==> src/rtl/ring_decoder.sv <==
// Lock/fault tracker for a rotate-left one-hot ring counter: decodes the phase,
// counts revolutions while locked and flags sequence faults.
module ring_decoder #(
  parameter int STATE_WIDTH = 3,
  parameter int LOCK_CYCLES = 4,
  parameter int LAP_W       = 8
) (
  input  logic                           clk,
  input  logic                           rst,
  input  logic [STATE_WIDTH-1:0]         states,
  input  logic                           err_clr,
  output logic [$clog2(STATE_WIDTH)-1:0] phase,
  output logic                           locked,
  output logic                           err,
  output logic                           err_sticky,
  output logic                           lap_tick,
  output logic [LAP_W-1:0]               lap_count
);

  localparam int PW    = $clog2(STATE_WIDTH);
  localparam int RUN_W = $clog2(LOCK_CYCLES + 1);

  typedef enum logic [1:0] {
    HUNT   = 2'd0,
    SYNC   = 2'd1,
    LOCKED = 2'd2,
    FAULT  = 2'd3
  } state_t;

  state_t                 r_state;
  logic [RUN_W-1:0]       r_run;
  logic [STATE_WIDTH-1:0] r_s;
  logic [STATE_WIDTH-1:0] r_p;
  logic [PW-1:0]          r_phase;
  logic                   r_err;
  logic                   r_err_sticky;
  logic                   r_lap_tick;
  logic [LAP_W-1:0]       r_lap_count;

  state_t                 w_next_state;
  logic [RUN_W-1:0]       w_next_run;
  logic [STATE_WIDTH-1:0] w_rot;
  logic [PW-1:0]          w_idx;
  logic                   w_valid;
  logic                   w_correct;
  logic                   w_fault_entry;
  logic                   w_lap_event;

  // Exactly one bit set: non-zero and clearing the lowest set bit leaves zero.
  assign w_valid   = (r_s != '0) && ((r_s & (r_s - STATE_WIDTH'(1))) == '0);
  assign w_rot     = {r_p[STATE_WIDTH-2:0], r_p[STATE_WIDTH-1]};
  assign w_correct = w_valid && (r_s == w_rot);

  always_comb begin
    w_idx = '0;
    for (int i = 0; i < STATE_WIDTH; i++) begin
      if (r_s[i]) w_idx = PW'(i);
    end
  end

  // NOTE: every output of this block gets a default first, so no path can infer a latch.
  always_comb begin
    w_next_state  = r_state;
    w_next_run    = r_run;
    w_fault_entry = 1'b0;
    w_lap_event   = 1'b0;
    case (r_state)
      HUNT: begin
        if (w_valid) begin
          w_next_state = SYNC;
          w_next_run   = '0;
        end
      end
      SYNC: begin
        if (!w_valid) begin
          w_next_state = HUNT;
          w_next_run   = '0;
        end else if (w_correct) begin
          if (r_run >= RUN_W'(LOCK_CYCLES - 1)) begin
            w_next_state = LOCKED;
            w_next_run   = RUN_W'(LOCK_CYCLES);
          end else begin
            w_next_run = r_run + RUN_W'(1);
          end
        end else begin
          w_next_run = '0;
        end
      end
      LOCKED: begin
        if (w_correct) begin
          w_lap_event = r_p[STATE_WIDTH-1] & r_s[0];
        end else begin
          w_next_state  = FAULT;
          w_next_run    = '0;
          w_fault_entry = 1'b1;
        end
      end
      FAULT: begin
        w_next_state = HUNT;
        w_next_run   = '0;
      end
      default: begin
        w_next_state = HUNT;
        w_next_run   = '0;
      end
    endcase
  end

  // NOTE: sequential state uses non-blocking assignments so every register samples pre-edge values.
  always_ff @(posedge clk) begin
    if (!rst) begin
      r_state      <= HUNT;
      r_run        <= '0;
      r_s          <= '0;
      r_p          <= '0;
      r_phase      <= '0;
      r_err        <= 1'b0;
      r_err_sticky <= 1'b0;
      r_lap_tick   <= 1'b0;
      r_lap_count  <= '0;
    end else begin
      r_s        <= states;
      r_p        <= r_s;
      r_state    <= w_next_state;
      r_run      <= w_next_run;
      r_err      <= w_fault_entry;
      r_lap_tick <= w_lap_event;
      if (w_valid) r_phase <= w_idx;
      // A new fault outranks a simultaneous clear.
      if (w_fault_entry)  r_err_sticky <= 1'b1;
      else if (err_clr)   r_err_sticky <= 1'b0;
      if (w_lap_event) r_lap_count <= r_lap_count + LAP_W'(1);
    end
  end

  assign phase      = r_phase;
  assign locked     = (r_state == LOCKED);
  assign err        = r_err;
  assign err_sticky = r_err_sticky;
  assign lap_tick   = r_lap_tick;
  assign lap_count  = r_lap_count;

endmodule

==> config.mk <==
export PLATFORM = sky130hd
export DESIGN_NAME = ring_decoder
export DESIGN_NICKNAME = d
export VERILOG_FILES = /design/src/rtl/ring_decoder.sv
export SDC_FILE = /design/constraint.sdc
export NUM_CORES = 1
export LEC_CHECK = 0
export CORE_UTILIZATION = 51
export DETAILED_ROUTE_END_ITERATION = 10
export DONT_BUFFER_PORTS = 1
export PLACE_DENSITY = 0.68
export SYNTH_ARGS = -nofsm -noshare
export SYNTH_HDL_FRONTEND = slang
export SYNTH_SLANG_ARGS = --single-unit
==> constraint.sdc <==
create_clock -name clk -period 3.8 [get_ports clk]
set_input_delay 0.19 -clock clk [delete_from_list [all_inputs] [get_ports clk]]
set_output_delay 0.19 -clock clk [all_outputs]
set_load 0.005 [all_outputs]
-- After elaboration in Yosys (flattened, before gate mapping)
Cells that the tools add are included.
- register bits: 24
- logic and storage cells: 51
- add/sub/neg operators: 3
- magnitude comparators: 1
- equality and inequality tests: 8
- muxes and demuxes: 20
- bitwise operators: 2
- reduce and logical (&&, ||, !) cells: 8
- operators with widths (kind ; count):
    $mux W3 ; 5
    $mux W2 ; 6
    $pmux W3 S4 ; 1
    $add A8 B1 Y8 const B ; 1
    $pmux W2 S4 ; 1
    $mux W1 ; 7
    $ne A3 B3 Y1 const B ; 2
    $eq A2 B2 Y1 const B ; 2
    $ne A2 B2 Y1 const B ; 2
    $reduce_and A4 Y1 ; 1
    $add A3 B1 Y3 const B ; 1
    $and A3 B3 Y3 ; 1
    $eq A3 B3 Y1 ; 1
    $ge A3 B2 Y1 const B ; 1
    $logic_not A3 Y1 ; 1
    $reduce_bool A3 Y1 ; 1
    $sub A3 B1 Y3 const B ; 1
    $eq A2 B1 Y1 const B ; 1
    $logic_and A1 B1 Y1 ; 2
    $logic_not A2 Y1 ; 1
    $reduce_and A2 Y1 ; 1
    $reduce_bool A2 Y1 ; 1
    $and A1 B1 Y1 ; 1

-- Depth between registers and ports, before layout
Gate-level depths: netlist of run 1.
- depth in word-level cells: 8
- gate-level depth with buffers: 6
- depth with buffers taken out: 6

-- Worst setup path before layout of run 1
OpenSTA, ideal clock, no wires.
- path type: reg2reg
- start point: register r_s[0]
- end point: register r_run[0]
- setup time: 0.059 ns
- arrival time: 1.461 ns
- data required time: 3.741 ns
- setup slack: 2.280 ns
- cell stages (with the launch flop): 6
- path buffers: 0
- cell sequence: dfxtp_1 -> ha_1 -> nor3_2 -> o21ai_2 -> a311oi_2 -> a22o_1
- word-level cells in the longest chain between the ends: 8
- ends and longest elaborated chain (what ; RTL line ; source):
    start: declaration ; 32 ; logic [STATE_WIDTH-1:0] r_s;
    start signal: assignment ; 122 ; r_s <= states;
    $sub A3 B1 Y3 ; 50 ; assign w_valid = (r_s != '0) && ((r_s & (r_s - STATE_WIDTH'(1))) == '0);
    $and A3 B3 Y3 ; 50 ;
    $logic_not A3 Y1 ; 50 ;
    $logic_and A1 B1 Y1 ; 50 ;
    $logic_and A1 B1 Y1 ; 52 ; assign w_correct = w_valid && (r_s == w_rot);
    $mux W3 ; 78 ; end else if (w_correct) begin
    $mux W3 ; 75 ; if (!w_valid) begin
    $pmux W3 S4 ; 67 ; case (r_state)
    end signal: assignment ; 125 ; r_run <= w_next_run;
    end: declaration ; 31 ; logic [RUN_W-1:0] r_run;
Parallel ways exist; a longest one is shown, timed or not.
A chain may end at the register's enable or synchronous reset.

-- Worst setup path in the final report of run 1
- start point: register r_s[0]
- end point: register r_lap_count[7] (netlist: lap_count[7])
- word-level cells in the longest chain between the ends: 7
- ends and longest elaborated chain (what ; RTL line ; source):
    $sub A3 B1 Y3 ; 50 ;
    $and A3 B3 Y3 ; 50 ;
    $logic_not A3 Y1 ; 50 ;
    $logic_and A1 B1 Y1 ; 50 ;
    $logic_and A1 B1 Y1 ; 52 ;
    $mux W1 * ; 90 ; if (w_correct) begin
    $mux W1 * ; 67 ;
    end signal: assignment ; 132 ; if (w_lap_event) r_lap_count <= r_lap_count + LAP_W'(1);
    end: declaration ; 38 ; logic [LAP_W-1:0] r_lap_count;
Mark *: on every way between the ends. The rest lies on a longest branch, timed or not.

==> impl_results.md, run 1 <==
- EDFF count, synth: 0
- Num rows: 17
- Peak VDD IR: around 0.23 mV
- Slew Limit Fails: 0
- Clock tree buffer depth: 2
- Origin of the critical flop-to-flop path: r_s[0]
- Critical Path, Cell by Cell: ha_1 > nor3_2 > o21ai_2 > a211oi_1 > mux2i_1
- Global-route wire length before repair: 3720 um
- Port Buf Inserts: 0
- Drt wl/cell: 15.0 um
- Outcome: completed
- Netlist cell types: 37
- Largest net degree at the start of global routing: 16
- Vias in the first global route: 819
- Final Hold Fails: 0
- Max-Slew Margin vs Limit: 68.9%
- Endpoint, Worst Hold: lap_count[5]
- DRC Markers: 0
- Hold path depth: 2
- Dpl cells: 147
- Reg clk slew, reported paths: between 100 and 150 ps
- Multi-input gate area: 661 sq um
- Io pins: 20
- Die width: 50.3 um
- RSZ-0062 raised after global routing: no
- Register area: 480 sq um
- CTS buffer count: 3
- Post-layout min period: between 1500 and 2000 ps
- 1st-pass router iterations: 4
- Cell Area, Synth: between 1000 and 1500 sq um
- Power Dens Cells: about 370 nW/um^2
- CORE AREA: around 2200 sq um
- Post-CTS Hold Fix Bufs: 5
- Finished Layout Cells: approximately 160
- Clock latency on the worst-skew pair: 320 ps
- Seq cells post-synth: 24
- Filler cells: 204
- Largest cells by area after synthesis: dfxtp_1, mux2i_1, ha_1
- Slowest CP cell: dfxtp_1
- Area Growth Syn to Fin: 10.6%
- HP Start: rst
- Mapped Cells: 124
- Synth top area share: 40.5%
- CTS tree: yes
- Synth area leader: dfxtp_1
- Post-DP HPWL: 1580 um
- Die Y: 50.3 um
- Number of antenna repair diodes: 0
- Iteration-0 DRC count of the detailed router: 13
- Max stage delay on crit path: 550 ps
- Achievable clock frequency: 527 MHz
- Sink Count: 24
- Setup bufs post-CTS: 0
- Fin Setup TNS: 0 ps
- Initial Util: 53.7%
- Nets: 141
- Layout Skew: 5.38 ps
- Ys async rst share: 0%
- Root Buffer: clkbuf_4
- Layout cells sized above 1: about a tenth
- Setup Crit Path Kind: register to register
- R2R cell count: 5
- Total number of H-tree levels: 1
- R2r setup slk: 1900 ps
- MaxCap Viol Count: 0
- Hold crit path type: input pin to register
- Main flop type after synthesis: dfxtp_1
- Grt ovf: 0
- Startpoint types: register
- ANT nets after route: 0
- Via-per-instance ratio: 5.79
- Yosys warning total: 0
- PostCTS Resize Cnt: 0
- DRT Wirelength: 2380 um
- Die area: 2530 sq um
- Synthesized Nets: 134
- # setup viols final: 0
- CP max FO: 10
- Sequential area share after synthesis: ~40%
- Via count: 915
- R2r endpoint: lap_count[7]
- Slew at the pin closest to its max-slew limit: 464 ps
- Crit end category: register
- Initial antenna violation count: 0
- Worst Path Required: 4050 ps
- Avg Inst Size Synth: approximately 9.6 sq um
- Worst EP arrival: ~2200 ps
- GPL Wtd Cong: 0.788
- Leak: 0.511 nW
- Period utilization: 49.9%
- GRT Total Usage: roughly 20%
-- cells in the final DEF (no fill, tap or decap), types with 2 or more instances in the layout --
| master | n |
|---|---|
| a211oi_1 | 4 |
| a21boi_1 | 2 |
| a21o_1 | 2 |
| a21oi_1 | 9 |
| a22o_1 | 3 |
| and2_1 | 5 |
| and3_1 | 2 |
| and3b_1 | 2 |
| clkbuf_4 | 3 |
| dfxtp_1 | 24 |
| dlygate4sd3_1 | 7 |
| ha_1 | 4 |
| inv_1 | 3 |
| mux2i_1 | 6 |
| nand2_1 | 11 |
| nand2b_1 | 8 |
| nand3_1 | 4 |
| nand4_1 | 3 |
| nor2_1 | 5 |
| nor3_2 | 2 |
| o21a_1 | 2 |
| o21ai_0 | 3 |
| xnor2_1 | 3 |
-- where the power goes --
| part | total [mW] | internal (mW) | leakage, nW | switching (mW) |
|---|---|---|---|---|
| clock network | 0.187 | 0.107 | 0.0279 | 0.0803 |
| logic | 0.0371 | 0.0200 | 0.288 | 0.0171 |
| registers | 0.266 | 0.257 | 0.195 | 0.00902 |
-- kinds of logic (layout without fill, tap and decap cells) --
| family | count (synthesis) | in the layout | synth area share (%) |
|---|---|---|---|
| multiplexers | 6 | 6 | 5.06 |
| AO/OA/AOI/OAI | 30 | 30 | 18.2 |
| flip-flops | 24 | 24 | 40.5 |
| buffers and inverters | 9 | 15 | 3.90 |
| adder cells (fa/ha/maj) | 4 | 4 | 4.22 |
| XOR/XNOR | 3 | 3 | 2.21 |
| AND/OR/NAND/NOR | 48 | 48 | 25.9 |
-- worst max-delay path by stage --
stage / from / to / slack (ps) / cells after the start
global placement: r_s[0] / lap_count[7] / 2020 / 5
finish: r_s[0] / lap_count[7] / 1900 / 5
detailed placement: r_s[0] / lap_count[7] / 1940 / 5
CTS: r_s[0] / r_run[0] / 1900 / 5
floorplan: r_s[0] / r_run[0] / 2280 / 5
global route: r_s[0] / lap_count[7] / 1770 / 5
-- worst max-delay path: cells and delay by family, from the launching register on --
kind	cells	cell delay [ps]
flops	1	550
compound gates	2	460
fa+ha+maj	1	330
simple gates	1	250
mux	1	230
-- synthesized netlist by cell type (all sizes together), types with 3 or more instances --
master	count
and2	5
dfxtp	24
a22o	3
nand4	3
a21oi	9
ha	4
inv	3
nand2	11
buf	3
a211oi	4
nor2	5
o21ai	4
nand3	4
xnor2	3
mux2i	6
nand2b	8
-- per-layer routing --
metal | vias to the layer above | part of all wire [%] | track usage (%)
li1 | 455 | - | -
met1 | 433 | 45 | 24.3
met2 | 23 | 49 | 33.8
met3 | 4 | 4.8 | 3.64
met4 | 0 | 1.1 | 8.57
met5 | - | 0 | 0
-- sequential cells by signal, indices dropped and copies added (netlist names), named ones only --
register    cells
lap_count       8
r_p             3
r_run           3
r_s             3
phase           2
err             1
err_sticky      1
lap_tick        1
r_state         1
-- layout make-up --
type | instances | share of cell area (%)
Inverter | 4 | 1.14
Timing Repair Buffer | 7 | 5.33
Clock buffer | 3 | 1.71
Tap cell | 28 | 2.67
Clock inverter | 1 | 2.29
Multi-Input combinational cell | 91 | 50.3
Sequential cell | 24 | 36.6
-- per-stage QoR --
| step | total power [mW] | worst slack, ps | util (%) | hold WS (ps) | cell area (sq um) |
|---|---|---|---|---|---|
| after floorplan | 0.300 | 2280 | - | 317 | 1190 |
| after global placement | 0.300 | 2020 | 53.8 | 312 | 1190 |
| after detailed placement | 0.301 | 1940 | 53.8 | 316 | 1190 |
| after CTS | 0.490 | 1900 | 58.5 | 2.33 | 1290 |
| after global routing | 0.512 | 1770 | 59.4 | 0.0481 | 1310 |
| final | 0.490 | 1900 | 59.4 | 5.78 | 1310 |
No activity file was read; power rests on OpenSTA's default activity.
==> run 2, diff against run 1 <==
ABC_AREA = 1   (was default)
clock period = 1.9 ns   (was 3.8 ns; I/O delays follow)
==> run 2 against run 1 <==
  * First-iteration DRC count grew 38%
  * Synthesized cell count up 31%
  * Clock skew fell by 3.0 ps
  * Sequential cell count did not move
  * Utilization is 2.2 points higher
  * Total power grew 77%
  * Maximum frequency rose by 14%
  * Critical path type unchanged
==> impl_results.md, run 2 <==
- Outcome: completed
- Most frequent cells after synthesis: nand2_1, inv_1, dfxtp_1, a21oi_1
- GPL Wtd Cong: approximately 0.83
- Layout cells sized above 1: 5.36%
- Period utilization: 87.7%
- Io pins: 20
- Synth top area share: 41.5%
- Peak VDD IR: approximately 0.50 mV
- Cell Area, Synth: roughly 1200 sq um
- R2r setup slk: 230 ps
- Synthesized Nets: 172
- Fin Setup TNS: 0 ps
- Hold crit path type: input pin to register
- Sink Count: 24
- Grt ovf: 0
- Post-layout min period: 1670 ps
- Setup Crit Path Kind: register to register
- DRC Markers: 0
- Port Buf Inserts: 0
- Post-place setup slack: approximately 250 ps
- Finished Layout Cells: 195
- Main flop type after synthesis: dfxtp_1
- Design Area, Final: around 1300 sq um
- GRT Total Usage: 18.7%
- Hold path depth: 2
- R2r endpoint: lap_count[3]
- 1st-pass router iterations: 4
- Filler cells: 198
- Cell Area, Placed: 1170 sq um
- EDFF count, synth: 0
- Root Buffer: clkbuf_4
- Clock tree buffer depth: 2
- Seq cells post-synth: 24
- Ys async rst share: 0%
- PostCTS Resize Cnt: 0
- Max-Slew Margin vs Limit: between 60 and 70%
- Vias in the first global route: about 910
- Post-DP HPWL: 1570 um
- Yosys warning total: 0
- Most frequent cell after synthesis: nand2_1
- Mapped Cells: between 150 and 200
- DRT Wirelength: 2150 um
- Total number of H-tree levels: 1
- Iteration-0 DRC count of the detailed router: 18
- Power Dens Cells: 691 nW/um^2
- Startpoint types: register
- Nets: ~180
- Via-per-instance ratio: 5.03
- Initial Util: between 50% and 60%
- Synth area leader: dfxtp_1
- CTS buffer count: 3
- Die area: 2460 sq um
- CORE AREA: a little over 2000 sq um
- Num rows: 16
- Die Y: slightly below 50 um
- Largest net degree at the start of global routing: 16
- Endpoint, Worst Hold: err
- Largest cells by area after synthesis: dfxtp_1, nand2_1, inv_1
- Leak: 0.544 nW
- CTS tree: yes
- Final Hold Fails: 0
- Drt wl/cell: roughly 11 um
- Most frequent cells in the layout: nand2_1, inv_1, dfxtp_1
- RSZ-0062 raised after global routing: no
- Clock latency on the worst-skew pair: 300 ps
- Netlist cell types: 21
- Number of antenna repair diodes: 0
- Setup bufs post-CTS: 0
- Commonest non-fill, non-tap cell in the layout: nand2_1
- Origin of the critical flop-to-flop path: r_s[0]
- HP Start: rst
- R2R cell count: 7
- Reg clk slew, reported paths: around 130 ps
- Final worst slack: 233 ps
- Hold_ws: roughly 170 ps
- ANT nets after route: 0
- CP max FO: 7
- # setup viols final: 0
- Worst EP arrival: 1850 ps
- Layout Skew: 2.37 ps
- Sequential area share after synthesis: 41.5%
- Via count: 981
- Initial antenna violation count: 0
- Worst Path Required: 2090 ps
- Dpl cells: 186
- Crit end category: register
- Avg Inst Size Synth: 7.14 sq um
- MaxCap Viol Count: 0
- Die width: 49.6 um
- Global-route wire length before repair: 3680 um
- Slew at the pin closest to its max-slew limit: between 400 and 500 ps
- Area Growth Syn to Fin: 8.65%
- Slew Limit Fails: 0
- Achievable clock frequency: between 500 and 600 MHz
- Post-CTS Hold Fix Bufs: 5
- Largest register FFs: 8
==> run 2: cell count changes after synthesis, moves of 3 or more <==
cell      delta
a211oi_1     -4
a21oi_1      +5
a22o_1       -3
and2_1       -5
inv_1       +25
mux2i_1      -6
nand2_1     +30
nand2b_1     -8
nand3_1      +9
nand4_1      +6
nor2_1       +8
==> run 2: critical path, stage by stage, from the launching register on <==
cell,delay [ps]
dfxtp_1,430
ha_1,280
a21oi_1,130
nand3_1,120
nor2_4,150
nand3_1,240
nand2_1,130
a21oi_1,60
==> run 2: cell families (layout without fill, tap and decap cells) <==
kind of cell | count (synthesis) | after routing | share of synthesized area (%)
flip-flops | 24 | 24 | 41.5
XOR/XNOR | 3 | 3 | 2.27
buffers and inverters | 33 | 39 | 12.1
adder cells (fa/ha/maj) | 4 | 4 | 4.32
AO/OA/AOI/OAI | 17 | 17 | 8.00
AND/OR/NAND/NOR | 81 | 81 | 31.8
==> run 2: how the worst max path moves through the flow <==
stage,from,end,slack [ps],depth (start not counted)
3_3_place_gp,r_s[0],lap_count[7],310,7
6_report,r_s[0],lap_count[3],230,7
3_5_place_dp,r_s[0],lap_count[3],250,7
5_1_grt,r_s[0],lap_count[3],7,7
4_1_cts,r_s[0],lap_count[3],210,7
2_1_floorplan,r_s[0],lap_count[0],490,7
==> run 2: final cells by class <==
class / count / area (sq um) / share of cell area, %
inverter: 28 / 105 / 8.36
tap: 27 / 33.8 / 2.69
timing repair buffer: 7 / 65.1 / 5.17
multi-input combinational: 105 / 537 / 42.7
sequential: 24 / 480 / 38.2
clock buffer: 4 / 36.3 / 2.89
==> run 2: per-layer routing <==
metal | vias to the layer above | track usage (%) | share of wire [%] | wire length [um]
met1 | 438 | 22.0 | 48 | 1040
li1 | 528 | - | - | -
met3 | 0 | 4.01 | 3.4 | 72
met2 | 15 | 34.5 | 48 | 1030
met5 | - | 0 | 0 | 0
met4 | 0 | 3.33 | 0 | 0
==> run 2: per-stage QoR <==
| stage | utilization, % | power, mW |
|---|---|---|
| floorplan | - | 0.597 |
| global placement | 57.4 | 0.605 |
| detailed placement | 57.4 | 0.607 |
| CTS | 61.6 | 0.878 |
| global route | 61.6 | 0.906 |
| finish | 61.6 | 0.869 |
==> run 2: report_power, final <==
part           switching [mW]  total [mW]  internal [mW]
registers             0.00996       0.525          0.515
logic                  0.0521      0.0816         0.0295
clock network           0.146       0.263          0.117
==> run 3, diff against run 2 <==
--- a/config.mk
+++ b/config.mk
@@ -8,4 +8,5 @@
 export ABC_AREA = 1
 export CORE_UTILIZATION = 51
+export CTS_CLUSTER_SIZE = 28
 export DETAILED_ROUTE_END_ITERATION = 10
 export DONT_BUFFER_PORTS = 1
==> constraint.sdc (replaced) <==
create_clock -name clk -period 1.9 [get_ports clk]
set_input_delay 0.38 -clock clk [delete_from_list [all_inputs] [get_ports clk]]
set_output_delay 0.38 -clock clk [all_outputs]
set_load 0.005 [all_outputs]
==> run 3 against run 2 <==
  * Sequential share of layout area rose by 1.6 points
  * Sequential power barely moved
  * Critical path depth did not move
  * Wire length fell by 2.9%
  * Worst setup slack improved by 2.1 ps
  * Design area fell by 4.0%
  * Hold slack got worse by 13 ps
  * Highest routed layer unchanged
==> impl_results.md, run 3 (synthesis results as in run 2) <==
- Port Buf Inserts: 0
- R2R cell count: 7
- Leak: 0.524 nW
- Post-layout min period: between 1500 and 2000 ps
- Number of antenna repair diodes: 0
- Largest net degree at the start of global routing: 16
- Iteration-0 DRC count of the detailed router: 19
- Final Hold Fails: 0
- Hold path depth: 2
- Drt wl/cell: ~11 um
- Grt ovf: 0
- Filler cells: roughly 210
- Post-CTS Hold Fix Bufs: 0
- Die width: 49.6 um
- Hold crit path type: input pin to register
- Outcome: completed
- Power Dens Cells: 710 nW/um^2
- Vias in the first global route: 875
- 1st-pass router iterations: 4
- Layout cells sized above 1: 5.52%
- Via count: 964
- Worst EP arrival: 1850 ps
- RSZ-0062 raised after global routing: no
- Worst Path Required: 2090 ps
- Largest register FFs: 8
- Dpl cells: 186
- CP max FO: 7
- Fin Setup TNS: 0 ps
- Total number of H-tree levels: 1
- # setup viols final: 0
- Reg clk slew, reported paths: 130 ps
- CP startpoint: r_s[0]
- Clock tree buffer depth: 2
- ANT nets after route: 0
- HP Start: rst
- Power Total: 0.858 mW
- PostCTS Resize Cnt: 0
- Final worst slack: roughly 230 ps
- Design Area, Final: 1210 sq um
- Post-place setup slack: 246 ps
- Die Y: 49.6 um
- Post-layout util: 59.1%
- GRT Total Usage: 18.0%
- Root Buffer: clkbuf_4
- Post-DP HPWL: approximately 1600 um
- Cell Area, Placed: 1170 sq um
- Commonest non-fill, non-tap cell in the layout: nand2_1
- Origin of the critical flop-to-flop path: r_s[0]
- CTS buffer count: 3
- Nets: 174
- Peak VDD IR: 0.500 mV
- Startpoint types: register
- Most frequent cells in the layout: nand2_1, inv_1, dfxtp_1
- Slew Limit Fails: 0
- Period utilization: 87.6%
- DRT Wirelength: 2090 um
- Setup bufs post-CTS: 0
- Clock latency on the worst-skew pair: 300 ps
- Area Growth Syn to Fin: 4.32%
- Initial Util: about 57%
- Io pins: 20
- GPL Wtd Cong: ~0.83
- Finished Layout Cells: 190
- MaxCap Viol Count: 0
- Achievable clock frequency: 601 MHz
- Hold_ws: 158 ps
- Sink Count: 24
- CTS tree: yes
- Layout Skew: 2.06 ps
- Crit end category: register
- Die area: ~2500 sq um
- Max-Slew Margin vs Limit: just under 70%
- Global-route wire length before repair: 3560 um
- DRC Markers: 0
- Num rows: 16
- CORE AREA: 2040 sq um
- Setup Crit Path Kind: register to register
- Slew at the pin closest to its max-slew limit: between 400 and 500 ps
- Initial antenna violation count: 0
- Via-per-instance ratio: slightly above 5
==> run 3: cell count changes in the layout (fill, tap and decap cells not counted) <==
| cell | delta |
|---|---|
| dlygate4sd3_1 | -5 |
==> run 3: power by group <==
part / leakage [nW] / switching [mW] / internal, mW
combinational: 0.308 / 0.0482 / 0.0228
sequential: 0.195 / 0.0101 / 0.515
clock: 0.0210 / 0.145 / 0.117
total: 0.524 / 0.203 / 0.654
==> run 3: cell type report <==
class                           count  area [sq um]  share of cell area [%]
Multi-Input combinational cell    105           537                    44.5
Sequential cell                    24           480                    39.8
Inverter                           28           105                    8.70
Clock buffer                        4          36.3                    3.01
Tap cell                           27          33.8                    2.80
Timing Repair Buffer                2          15.0                    1.24
==> run 3: final timing paths <==
kind                  endpoint  slack, ps
hold / removal          r_s[2]        160
setup reg to reg  lap_count[3]        230
hold reg to reg       r_run[2]        470
setup / recovery  lap_count[3]        230
==> run 3: critical path, cell delays in order, from the launching register on <==
cell and delay [ps]:
dfxtp_1 430, ha_1 280, a21oi_1 130, nand3_1 120, nor2_4 150, nand3_1 240, nand2_1 130, a21oi_1 60
==> run 3: layer usage <==
metal | vias to the layer above | part of all wire [%] | track usage (%)
met2 | 15 | 48 | 32.7
met1 | 432 | 48 | 22.0
met5 | - | 0 | 0
met4 | 0 | 0 | 3.33
li1 | 517 | - | -
met3 | 0 | 3.5 | 3.40
